`src/rtl/noc_axilite_pkg.sv`:
```
// rtl/noc_axilite_pkg.sv - shared encodings for the NoC memory-ack to AXI-Lite response scheduler
// NoC field macros default here when define.tmp.h has not already provided them.
`ifndef NOC_DATA_WIDTH
`define NOC_DATA_WIDTH 64
`endif
`ifndef MSG_TYPE
`define MSG_TYPE 29:22
`endif
`ifndef MSG_LENGTH
`define MSG_LENGTH 37:30
`endif
`ifndef MSG_TYPE_NC_LOAD_MEM_ACK
`define MSG_TYPE_NC_LOAD_MEM_ACK 8'd26
`endif
`ifndef MSG_TYPE_NC_STORE_MEM_ACK
`define MSG_TYPE_NC_STORE_MEM_ACK 8'd27
`endif

package noc_axilite_pkg;
    typedef enum logic [1:0] {
        ST_HDR  = 2'd0,
        ST_DATA = 2'd1,
        ST_DROP = 2'd2,
        ST_RESP = 2'd3
    } sched_state_t;

    localparam logic [1:0] RESP_OKAY   = 2'b00;
    localparam logic [1:0] RESP_SLVERR = 2'b10;

    localparam logic TAG_LOAD  = 1'b0;
    localparam logic TAG_STORE = 1'b1;

    localparam logic [7:0] NC_LOAD_MEM_ACK  = `MSG_TYPE_NC_LOAD_MEM_ACK;
    localparam logic [7:0] NC_STORE_MEM_ACK = `MSG_TYPE_NC_STORE_MEM_ACK;
endpackage

```
`src/rtl/noc_axilite_tag_fifo.sv`:
```
// rtl/noc_axilite_tag_fifo.sv - in-order 1-bit tag FIFO (load/store) of issued requests
module noc_axilite_tag_fifo #(
    parameter int DEPTH = 8
) (
    input  logic                     clk,
    input  logic                     rst_n,
    input  logic                     i_push,
    input  logic                     i_push_tag,
    input  logic                     i_pop,
    output logic                     o_head_tag,
    output logic                     o_empty,
    output logic                     o_full,
    output logic [$clog2(DEPTH):0]   o_count
);
    localparam int AW = $clog2(DEPTH);

    logic [AW:0]      r_wr_ptr;
    logic [AW:0]      r_rd_ptr;
    logic [DEPTH-1:0] r_mem;
    logic             w_push;
    logic             w_pop;

    assign w_push = i_push && !o_full;
    assign w_pop  = i_pop && !o_empty;

    always_ff @(posedge clk or negedge rst_n) begin
        if (!rst_n) begin
            r_wr_ptr <= '0;
            r_rd_ptr <= '0;
            r_mem    <= '0;
        end else begin
            if (w_push) begin
                r_mem[r_wr_ptr[AW-1:0]] <= i_push_tag;
                r_wr_ptr                <= r_wr_ptr + 1'b1;
            end
            if (w_pop) begin
                r_rd_ptr <= r_rd_ptr + 1'b1;
            end
        end
    end

    // Extra pointer MSB separates full from empty when the low bits match.
    assign o_head_tag = r_mem[r_rd_ptr[AW-1:0]];
    assign o_empty    = (r_wr_ptr == r_rd_ptr);
    assign o_full     = (r_wr_ptr[AW] != r_rd_ptr[AW]) && (r_wr_ptr[AW-1:0] == r_rd_ptr[AW-1:0]);
    assign o_count    = r_wr_ptr - r_rd_ptr;
endmodule

```
`src/rtl/noc_axilite_resp_sched.sv`:
```
// rtl/noc_axilite_resp_sched.sv - orders NoC memory acks into AXI-Lite R/B responses
// Optional NOC_AXILITE_RESP_SCHED_STATS_EN adds saturating retire/error counters.
module noc_axilite_resp_sched
    import noc_axilite_pkg::*;
#(
    parameter int AXI_LITE_DATA_WIDTH = 512,
    parameter int AXI_LITE_RESP_WIDTH = 2,
    parameter int MAX_OUTSTANDING     = 8
) (
    input  logic                               clk,
    input  logic                               rst_n,
    input  logic                               req_issue_valid,
    input  logic                               req_issue_is_store,
    output logic                               req_issue_ready,
    input  logic                               noc_valid_in,
    input  logic [`NOC_DATA_WIDTH-1:0]         noc_data_in,
    output logic                               noc_ready_out,
    output logic [AXI_LITE_DATA_WIDTH-1:0]     m_axi_rdata,
    output logic [AXI_LITE_RESP_WIDTH-1:0]     m_axi_rresp,
    output logic                               m_axi_rvalid,
    input  logic                               m_axi_rready,
    output logic [AXI_LITE_RESP_WIDTH-1:0]     m_axi_bresp,
    output logic                               m_axi_bvalid,
    input  logic                               m_axi_bready,
    output logic [$clog2(MAX_OUTSTANDING):0]   outstanding_cnt,
    output logic                               err_pulse
`ifdef NOC_AXILITE_RESP_SCHED_STATS_EN
    ,
    output logic [15:0]                        stat_load_cnt,
    output logic [15:0]                        stat_store_cnt,
    output logic [15:0]                        stat_err_cnt
`endif
);
    localparam int NOC_W = `NOC_DATA_WIDTH;
    localparam int BEATS = AXI_LITE_DATA_WIDTH / NOC_W;

    sched_state_t                   r_state;
    logic [7:0]                     r_len;
    logic [7:0]                     r_idx;
    logic                           r_zero;
    logic [AXI_LITE_DATA_WIDTH-1:0] r_rdata;
    logic [AXI_LITE_RESP_WIDTH-1:0] r_resp;
    logic                           r_rvalid;
    logic                           r_bvalid;
    logic                           r_err;

    logic       w_head;
    logic       w_empty;
    logic       w_full;
    logic       w_issue;
    logic       w_pop;
    logic       w_noc_acc;
    logic [7:0] w_type;
    logic [7:0] w_len;
    logic       w_is_ack;
    logic       w_match;
    logic       w_unused_hdr;

    assign req_issue_ready = !w_full;
    assign w_issue   = req_issue_valid && req_issue_ready;
    assign w_pop     = (r_rvalid && m_axi_rready) || (r_bvalid && m_axi_bready);
    assign noc_ready_out = (r_state != ST_RESP);
    assign w_noc_acc = noc_valid_in && noc_ready_out;
    assign w_type    = noc_data_in[`MSG_TYPE];
    assign w_len     = noc_data_in[`MSG_LENGTH];
    assign w_is_ack  = (w_type == NC_LOAD_MEM_ACK) || (w_type == NC_STORE_MEM_ACK);
    assign w_match   = ((w_type == NC_STORE_MEM_ACK) == (w_head == TAG_STORE));
    assign w_unused_hdr = &{1'b0, noc_data_in};

    noc_axilite_tag_fifo #(.DEPTH(MAX_OUTSTANDING)) u_tag_fifo (
        .clk        (clk),
        .rst_n      (rst_n),
        .i_push     (w_issue),
        .i_push_tag (req_issue_is_store),
        .i_pop      (w_pop),
        .o_head_tag (w_head),
        .o_empty    (w_empty),
        .o_full     (w_full),
        .o_count    (outstanding_cnt)
    );

    always_ff @(posedge clk or negedge rst_n) begin
        if (!rst_n) begin
            r_state  <= ST_HDR;
            r_len    <= '0;
            r_idx    <= '0;
            r_zero   <= 1'b0;
            r_rdata  <= '0;
            r_resp   <= '0;
            r_rvalid <= 1'b0;
            r_bvalid <= 1'b0;
            r_err    <= 1'b0;
        end else begin
            r_err <= 1'b0;
            case (r_state)
                ST_HDR: if (w_noc_acc) begin
                    r_rdata <= '0;
                    r_len   <= w_len;
                    r_idx   <= '0;
                    if (w_empty || !w_is_ack) begin
                        r_err   <= 1'b1;
                        r_state <= (w_len == 8'd0) ? ST_HDR : ST_DROP;
                    end else begin
                        // Channel always follows the FIFO head; a wrong ack type only downgrades resp.
                        r_resp <= w_match ? AXI_LITE_RESP_WIDTH'(RESP_OKAY)
                                          : AXI_LITE_RESP_WIDTH'(RESP_SLVERR);
                        r_zero <= !w_match;
                        r_err  <= !w_match;
                        if (w_len == 8'd0) begin
                            r_state  <= ST_RESP;
                            r_rvalid <= (w_head == TAG_LOAD);
                            r_bvalid <= (w_head == TAG_STORE);
                        end else begin
                            r_state <= ST_DATA;
                        end
                    end
                end
                ST_DATA: if (w_noc_acc) begin
                    for (int k = 0; k < BEATS; k++) begin
                        if (!r_zero && r_idx == 8'(k)) begin
                            r_rdata[k*NOC_W +: NOC_W] <= noc_data_in;
                        end
                    end
                    r_idx <= r_idx + 8'd1;
                    if (r_idx == r_len - 8'd1) begin
                        r_state  <= ST_RESP;
                        r_rvalid <= (w_head == TAG_LOAD);
                        r_bvalid <= (w_head == TAG_STORE);
                    end
                end
                ST_DROP: if (w_noc_acc) begin
                    r_idx <= r_idx + 8'd1;
                    if (r_idx == r_len - 8'd1) begin
                        r_state <= ST_HDR;
                    end
                end
                ST_RESP: if (w_pop) begin
                    r_rvalid <= 1'b0;
                    r_bvalid <= 1'b0;
                    r_state  <= ST_HDR;
                end
                default: r_state <= ST_HDR;
            endcase
        end
    end

    assign m_axi_rdata  = r_rdata;
    assign m_axi_rresp  = r_resp;
    assign m_axi_bresp  = r_resp;
    assign m_axi_rvalid = r_rvalid;
    assign m_axi_bvalid = r_bvalid;
    assign err_pulse    = r_err;

`ifdef NOC_AXILITE_RESP_SCHED_STATS_EN
    logic [15:0] r_stat_load;
    logic [15:0] r_stat_store;
    logic [15:0] r_stat_err;

    always_ff @(posedge clk or negedge rst_n) begin
        if (!rst_n) begin
            r_stat_load  <= '0;
            r_stat_store <= '0;
            r_stat_err   <= '0;
        end else begin
            if (r_rvalid && m_axi_rready && r_stat_load != 16'hFFFF) r_stat_load <= r_stat_load + 16'd1;
            if (r_bvalid && m_axi_bready && r_stat_store != 16'hFFFF) r_stat_store <= r_stat_store + 16'd1;
            if (r_err && r_stat_err != 16'hFFFF) r_stat_err <= r_stat_err + 16'd1;
        end
    end

    assign stat_load_cnt  = r_stat_load;
    assign stat_store_cnt = r_stat_store;
    assign stat_err_cnt   = r_stat_err;
`endif
endmodule

```
`config.mk`:
```
export PLATFORM = sky130hd
export DESIGN_NAME = noc_axilite_resp_sched
export DESIGN_NICKNAME = d
export VERILOG_FILES = /design/src/rtl/noc_axilite_pkg.sv /design/src/rtl/noc_axilite_tag_fifo.sv /design/src/rtl/noc_axilite_resp_sched.sv
export SDC_FILE = /design/constraint.sdc
export NUM_CORES = 1
export LEC_CHECK = 0
export BUFFER_PORTS_ARGS = -buffer_cell sky130_fd_sc_hd__buf_4
export CORE_AREA = 2 2 231 233
export DETAILED_ROUTE_END_ITERATION = 12
export DIE_AREA = 0 0 233 235
export MAX_ROUTING_LAYER = met4
export PLACE_DENSITY = 0.71
export SETUP_SLACK_MARGIN = 0.05
export SLEW_MARGIN = 40
export SYNTH_ARGS = -nofsm -noshare
export SYNTH_HDL_FRONTEND = slang
export SYNTH_SLANG_ARGS = --single-unit
```
`constraint.sdc`:
```
create_clock -name clk -period 4.07 [get_ports clk]
set_input_delay 1.221 -clock clk [delete_from_list [all_inputs] [get_ports clk]]
set_output_delay 1.221 -clock clk [all_outputs]
set_load 0.01 [all_outputs]
```
=== Word level (Yosys, flattened, before mapping) ===
Index checks and enable logic that the tools add are counted.

* Memories: 0
* Word-level logic and storage cells: 154
* Register bits after elaboration: 552
* Bits in latches: 0
* Bits in read-only memories: 0
* Output and inout bits: 525
* Memory bits (writable): 0

* Mux-type cells: 46
* Divide/modulo/power cells: 0
* Reduce and logical (&&, ||, !) cells: 44
* Multipliers: 0
* Equal/unequal tests: 35
* Shifts and indexed selects: 0
* Bitwise logic cells: 2
* $add $sub $neg: 5
* Magnitude comparators: 3

{| class="wikitable"
|+ Operator list
! operator !! number
|-
| two-way mux 512 bit || 2
|-
| one-hot mux 512 bit (2 select lines) || 1
|-
| two-way mux 64 bit || 8
|-
| equality test 8 x 3 -> 1 bit, second input constant || 4
|-
| inequality test 2 bit, second input constant || 16
|-
| AND reduction 4 bit || 8
|-
| two-way mux 2 bit || 10
|-
| equality test 8 x 2 -> 1 bit, second input constant || 2
|-
| equality test 8 x 5 -> 1 bit, second input constant || 2
|-
| logical AND 1 bit || 16
|-
| logical NOT 8 bit || 2
|-
| two-way mux 1 bit || 16
|-
| two-way mux 8 bit || 2
|-
| one-hot mux 8 bit (2 select lines) || 1
|-
| adder 4 x 1 -> 4 bit, second input constant || 2
|-
| adder 8 x 1 -> 8 bit, second input constant || 1
|-
| bitwise mux 8 bit || 1
|-
| equality test 8 x 1 -> 1 bit, second input constant || 1
|-
| equality test 8 bit || 1
|-
| < comparator 3 x 4 -> 1 bit, second input constant || 2
|-
| one-hot mux 2 bit (4 select lines) || 1
|-
| subtractor 8 x 1 -> 8 bit, second input constant || 1
|-
| AND reduction 7 bit || 1
|-
| one-hot mux 1 bit (3 select lines) || 2
|-
| other kinds (21) || 32
|}

=== Logic depth before layout (Yosys ltp) ===
* Depth in word-level cells: 7
* Mapped depth: 9
* Mapped depth without buffers: 8

=== Cells and area by module ===
Synthesis repeated with hierarchy kept, for this count alone.

* Cells, all modules: 1464
* Area, all modules: 22419.0 µm²

{| class="wikitable"
|+ Modules (own cells, without submodules)
! module !! area each (µm²) !! times used !! sequential area each (µm²) !! cells each
|-
| noc_axilite_resp_sched || 21504.4 || 1 || 13362.8 || 1384
|-
| noc_axilite_tag_fifo || 914.6 || 1 || 400.4 || 80
|}

=== Least setup slack after synthesis ===
No wires, ideal clock.

* Path kind: input to register
* Start: input noc_valid_in
* End: register r_bvalid, in the netlist m_axi_bvalid
* Path slack: 1.237 ns
* Data required time: 3.945 ns
* Stages on the path: 6
* Data arrival time: 2.708 ns
* Path buffers: 1
* Path through: nor2b_1 buf_4 nand4_1 or4_1 a211o_2 mux2_4

* Longest elaborated chain between the ends: 3

{| class="wikitable"
|+ RTL lines
! what !! line !! RTL
|-
| from (decl) || noc_axilite_resp_sched.sv:15 || <nowiki>input logic noc_valid_in,</nowiki>
|-
| logical AND 1 bit (*) || noc_axilite_resp_sched.sv:63 || <nowiki>assign w_noc_acc = noc_valid_in && noc_ready_out;</nowiki>
|-
| inequality test 2 bit (no line) || - ||
|-
| AND reduction 7 bit (no line) (*) || - ||
|-
| to (signal assigned) || noc_axilite_resp_sched.sv:112 || <nowiki>r_bvalid <= (w_head == TAG_STORE);</nowiki>
|-
| to (signal assigned) || noc_axilite_resp_sched.sv:128 || <nowiki>r_bvalid <= (w_head == TAG_STORE);</nowiki>
|-
| to (decl) || noc_axilite_resp_sched.sv:44 || <nowiki>logic r_bvalid;</nowiki>
|}

Every way passes the cells marked *; elsewhere a longest branch is shown, timed or not.
A chain may end at the register's enable or synchronous reset.

=== Worst setup path in the final report ===
* Start: register u_tag_fifo.r_rd_ptr[1]
* End: output outstanding_cnt[3]

* Longest elaborated chain between the ends: 1

{| class="wikitable"
|+ RTL lines
! what !! line !! RTL
|-
| from (decl) || noc_axilite_tag_fifo.sv:18 || <nowiki>logic [AW:0] r_rd_ptr;</nowiki>
|-
| from (signal assigned) || noc_axilite_tag_fifo.sv:37 || <nowiki>r_rd_ptr <= r_rd_ptr + 1'b1;</nowiki>
|-
| subtractor 4 bit || noc_axilite_tag_fifo.sv:46 || <nowiki>assign o_count = r_wr_ptr - r_rd_ptr;</nowiki>
|-
| to (decl) || noc_axilite_resp_sched.sv:25 || <nowiki>output logic [$clog2(MAX_OUTSTANDING):0] outstanding_cnt,</nowiki>
|}

No other way between the ends.

==> summary.md <==
| Metric | Value |
|---|---|
| Post-synthesis sequential area ratio | `62.9%` |
| Core Region | `52200 um^2` |
| Vias in the first global route | `14900` |
| Starting Density | `41.9%` |
| Seq cells post-synth | `550` |
| CTS Buf Count | `57` |
| Row cnt | `84` |
| Post-synth EDFFs | `0` |
| Worst Hold Class | `reg -> reg` |
| Worst-path clk slew | `0.06 ns` |
| H-Tree Depth | `2` |
| Worst reg-to-reg path cell count | `5` |
| Setup Skew | `0.0175 ns` |
| Vias per inst | `5.10` |
| Drt pass-1 iters | `4` |
| Hold Crit Depth | `1` |
| Slew HR | `48.3%` |
| Via Count | `14000` |
| Startpoint types | `flop` |
| Most used DFF post-synth | `dfrtp_1` |
| WHS | `0.486 ns` |
| Slowest-stage cell, CP | `dfrtp_1` |
| Final Cycle Share | `83.9%` |
| Max Root-Sink Buffers | `3` |
| Req. time, crit path | `2.85 ns` |
| Synth cell count leaders | `550 x dfrtp_1, 523 x mux2_2, 122 x clkbuf_1, 66 x and2_1, 21 x nand2_1` |
| Synth top area share | `62.9%` |
| Final hold violations | `0` |
| Netlist Area Pre-Place | `21900 um^2` |
| I/O pin count | `596` |
| Clk root buf | `clkbuf_16` |
| DRC errors left | `0` |
| Synth top area cells | `dfrtp_1 63%, mux2_2 27%, clkbuf_1 2.1%` |
| Status | `finished, final reports clean` |
| Die area | `54800 um^2` |
| Count of different cell masters after synthesis | `49` |
| Non-Filler Instances | `2744` |
| PortBufs | `593` |
| Post-CTS sizing | `0` |
| Post-route minimum period | `3.41 ns` |
| Post-synthesis area per instance | `15.1 um^2` |
| Critical R2R Launch | `r_state[1]` |
| Number of setup buffers added after CTS | `0` |
| Area delta synth->final | `32.1%` |
| Dpl cells | `2641` |
| Worst R2R End | `m_axi_rdata[191]` |
| Initial antenna violation count | `0` |
| Max Cap Viol | `0` |
| Avg WL per Cell | `22.5 um` |
| Routed WL | `61800 um` |
| CTS Hold Bufs | `0` |
| Hold-critical path endpoint | `u_tag_fifo.r_rd_ptr[3]` |
| GP Congestion | `0.830` |
| Peak Freq | `293 MHz` |
| Total grt overflow | `0` |
| Final number of setup-violating endpoints | `0` |
| R2R Setup Slk | `1.26 ns` |
| Die height | `235 um` |
| Top-count cell post-synth | `dfrtp_1` |
| Slew Viols, Final | `0` |
| Pwr Density | `476 nW/um^2` |
| Total power | `13.8 mW` |
| RSZ-0062 raised after global routing | `no` |
| CP cell instances | `inv_1 -> ha_1 -> a21o_1 -> a21oi_1 -> xor2_1 -> buf_4` |
| LEAKAGE | `15.7 nW` |
| Peak supply drop | `0.000361 V` |
| Yosys warns | `0` |
| Clk sink count | `550` |
| Post-layout nets | `2100` |
| Crit path largest cell delay | `0.51 ns` |
| CP arrival | `2.19 ns` |
| Detailed Route Iter0 Violations | `585` |
| Antenna fix cells | `0` |
| Worst Setup End Kind | `output pin` |
| Slew @ Worst Pin | `0.776 ns` |
| CTS tree | `built` |
| Post-DP HPWL | `42800 um` |
| Synthesized instance count | `1453` |
| CP top delay family | `flip-flops` |
| Worst-skew pair later-pin latency | `0.60 ns` |
| Fraction of layout instances using a drive strength above 1 | `60.9%` |
| Largest net degree at the start of global routing | `85` |
| Setup TNS | `0 ns` |
| First-pass GRT wire length | `92800 um` |
| WP buf/inv | `2` |
| GRT Total Usage | `23.1%` |
| Async SR Flop Fraction | `100%` |
| Worst-path fanout max | `6` |
| Hold Crit Start | `u_tag_fifo.r_rd_ptr[3]` |
| Synth area leader | `dfrtp_1` |
| CP Class | `reg -> out` |
| Chip Width | `233 um` |
| Antenna viol nets, final | `0` |
-- cell usage in the layout, fill, tap and decap left out, types with 6 or more instances in the layout --
cell type and n:
buf_4 623, dfrtp_1 550, mux2_2 523, and2_1 66
clkbuf_16 59, clkbuf_1 20, inv_1 16, nor2_1 16
ha_1 15, clkbuf_8 15, xnor2_1 14, nand2_1 13
xor2_1 12, o21ai_0 9, nand3_1 8, nand2b_1 8
nand2_4 8, mux2i_1 6
-- per-layer routing --
| layer | wire length (um) | GRT usage, % |
|---|---|---|
| met5 | 0 | - |
| met4 | 2740 | 9.65 |
| met3 | 4130 | 6.01 |
| met2 | 30800 | 38.2 |
| met1 | 24200 | 26.6 |
-- metrics by stage --
step / util, % / setup slack, ns / cell area, um^2
6_report: 55.4 / 0.655 / 28900
5_1_grt: 55.4 / 0.469 / 28900
4_1_cts: 55.4 / 0.599 / 28900
3_5_place_dp: 51.8 / 0.781 / 27100
3_3_place_gp: 51.8 / 0.802 / 27100
2_1_floorplan: - / 1.24 / 21900
-- layout make-up --
cell class	count	area, um^2
sequential	550	13800
multi-input combinational	759	7620
inverter	16	60.1
tap	688	861
fill	4303	23300
clock inverter	9	86.3
timing repair buffer	628	4770
clock buffer	94	1760
-- cell families after synthesis --
| group | after synthesis | share of synthesized area (%) |
|---|---|---|
| other | 1 | 0.0171 |
| AOI/OAI and AO/OA | 28 | 0.863 |
| adders and majority gates | 17 | 1.01 |
| muxes | 537 | 27.7 |
| buffers and inverters | 145 | 2.60 |
| DFF | 550 | 62.9 |
| xor gates and xnor gates | 26 | 1.04 |
| and+or+nand+nor | 149 | 3.88 |
-- state kept, by name, summed over array words and instances (netlist names) --
name,flops
err_pulse,1
m_axi_bresp,1
m_axi_bvalid,1
m_axi_rdata,512
m_axi_rvalid,1
r_idx,8
r_len,8
r_state,2
u_tag_fifo.r_mem,8
u_tag_fifo.r_rd_ptr,4
u_tag_fifo.r_wr_ptr,4
-- worst max path at each step --
stage | startpoint | slack [ns] | to | depth (start not counted)
after floorplan | noc_valid_in | 1.24 | m_axi_bvalid | 6
after global placement | noc_valid_in | 0.80 | m_axi_bvalid | 6
final | u_tag_fifo.r_rd_ptr[1] | 0.66 | outstanding_cnt[3] | 6
after detailed placement | noc_valid_in | 0.78 | m_axi_bvalid | 6
after CTS | u_tag_fifo.r_rd_ptr[1] | 0.60 | outstanding_cnt[3] | 6
after global routing | u_tag_fifo.r_rd_ptr[1] | 0.47 | outstanding_cnt[3] | 6
-- power by group --
group | switching, mW | leakage [nW] | internal (mW)
clock network | 2.11 | 0.898 | 2.99
logic | 1.55 | 7.15 | 1.19
registers | 0.232 | 7.62 | 5.69
total | 3.89 | 15.7 | 9.87
-- worst reg2reg max path, stage by stage (launching register included) --
cell     delay [ns]
dfrtp_1        0.41
inv_1          0.14
ha_2           0.61
buf_4          0.65
and2_1         0.66
mux2_2         0.28
(Power assumes the default switching activity.)
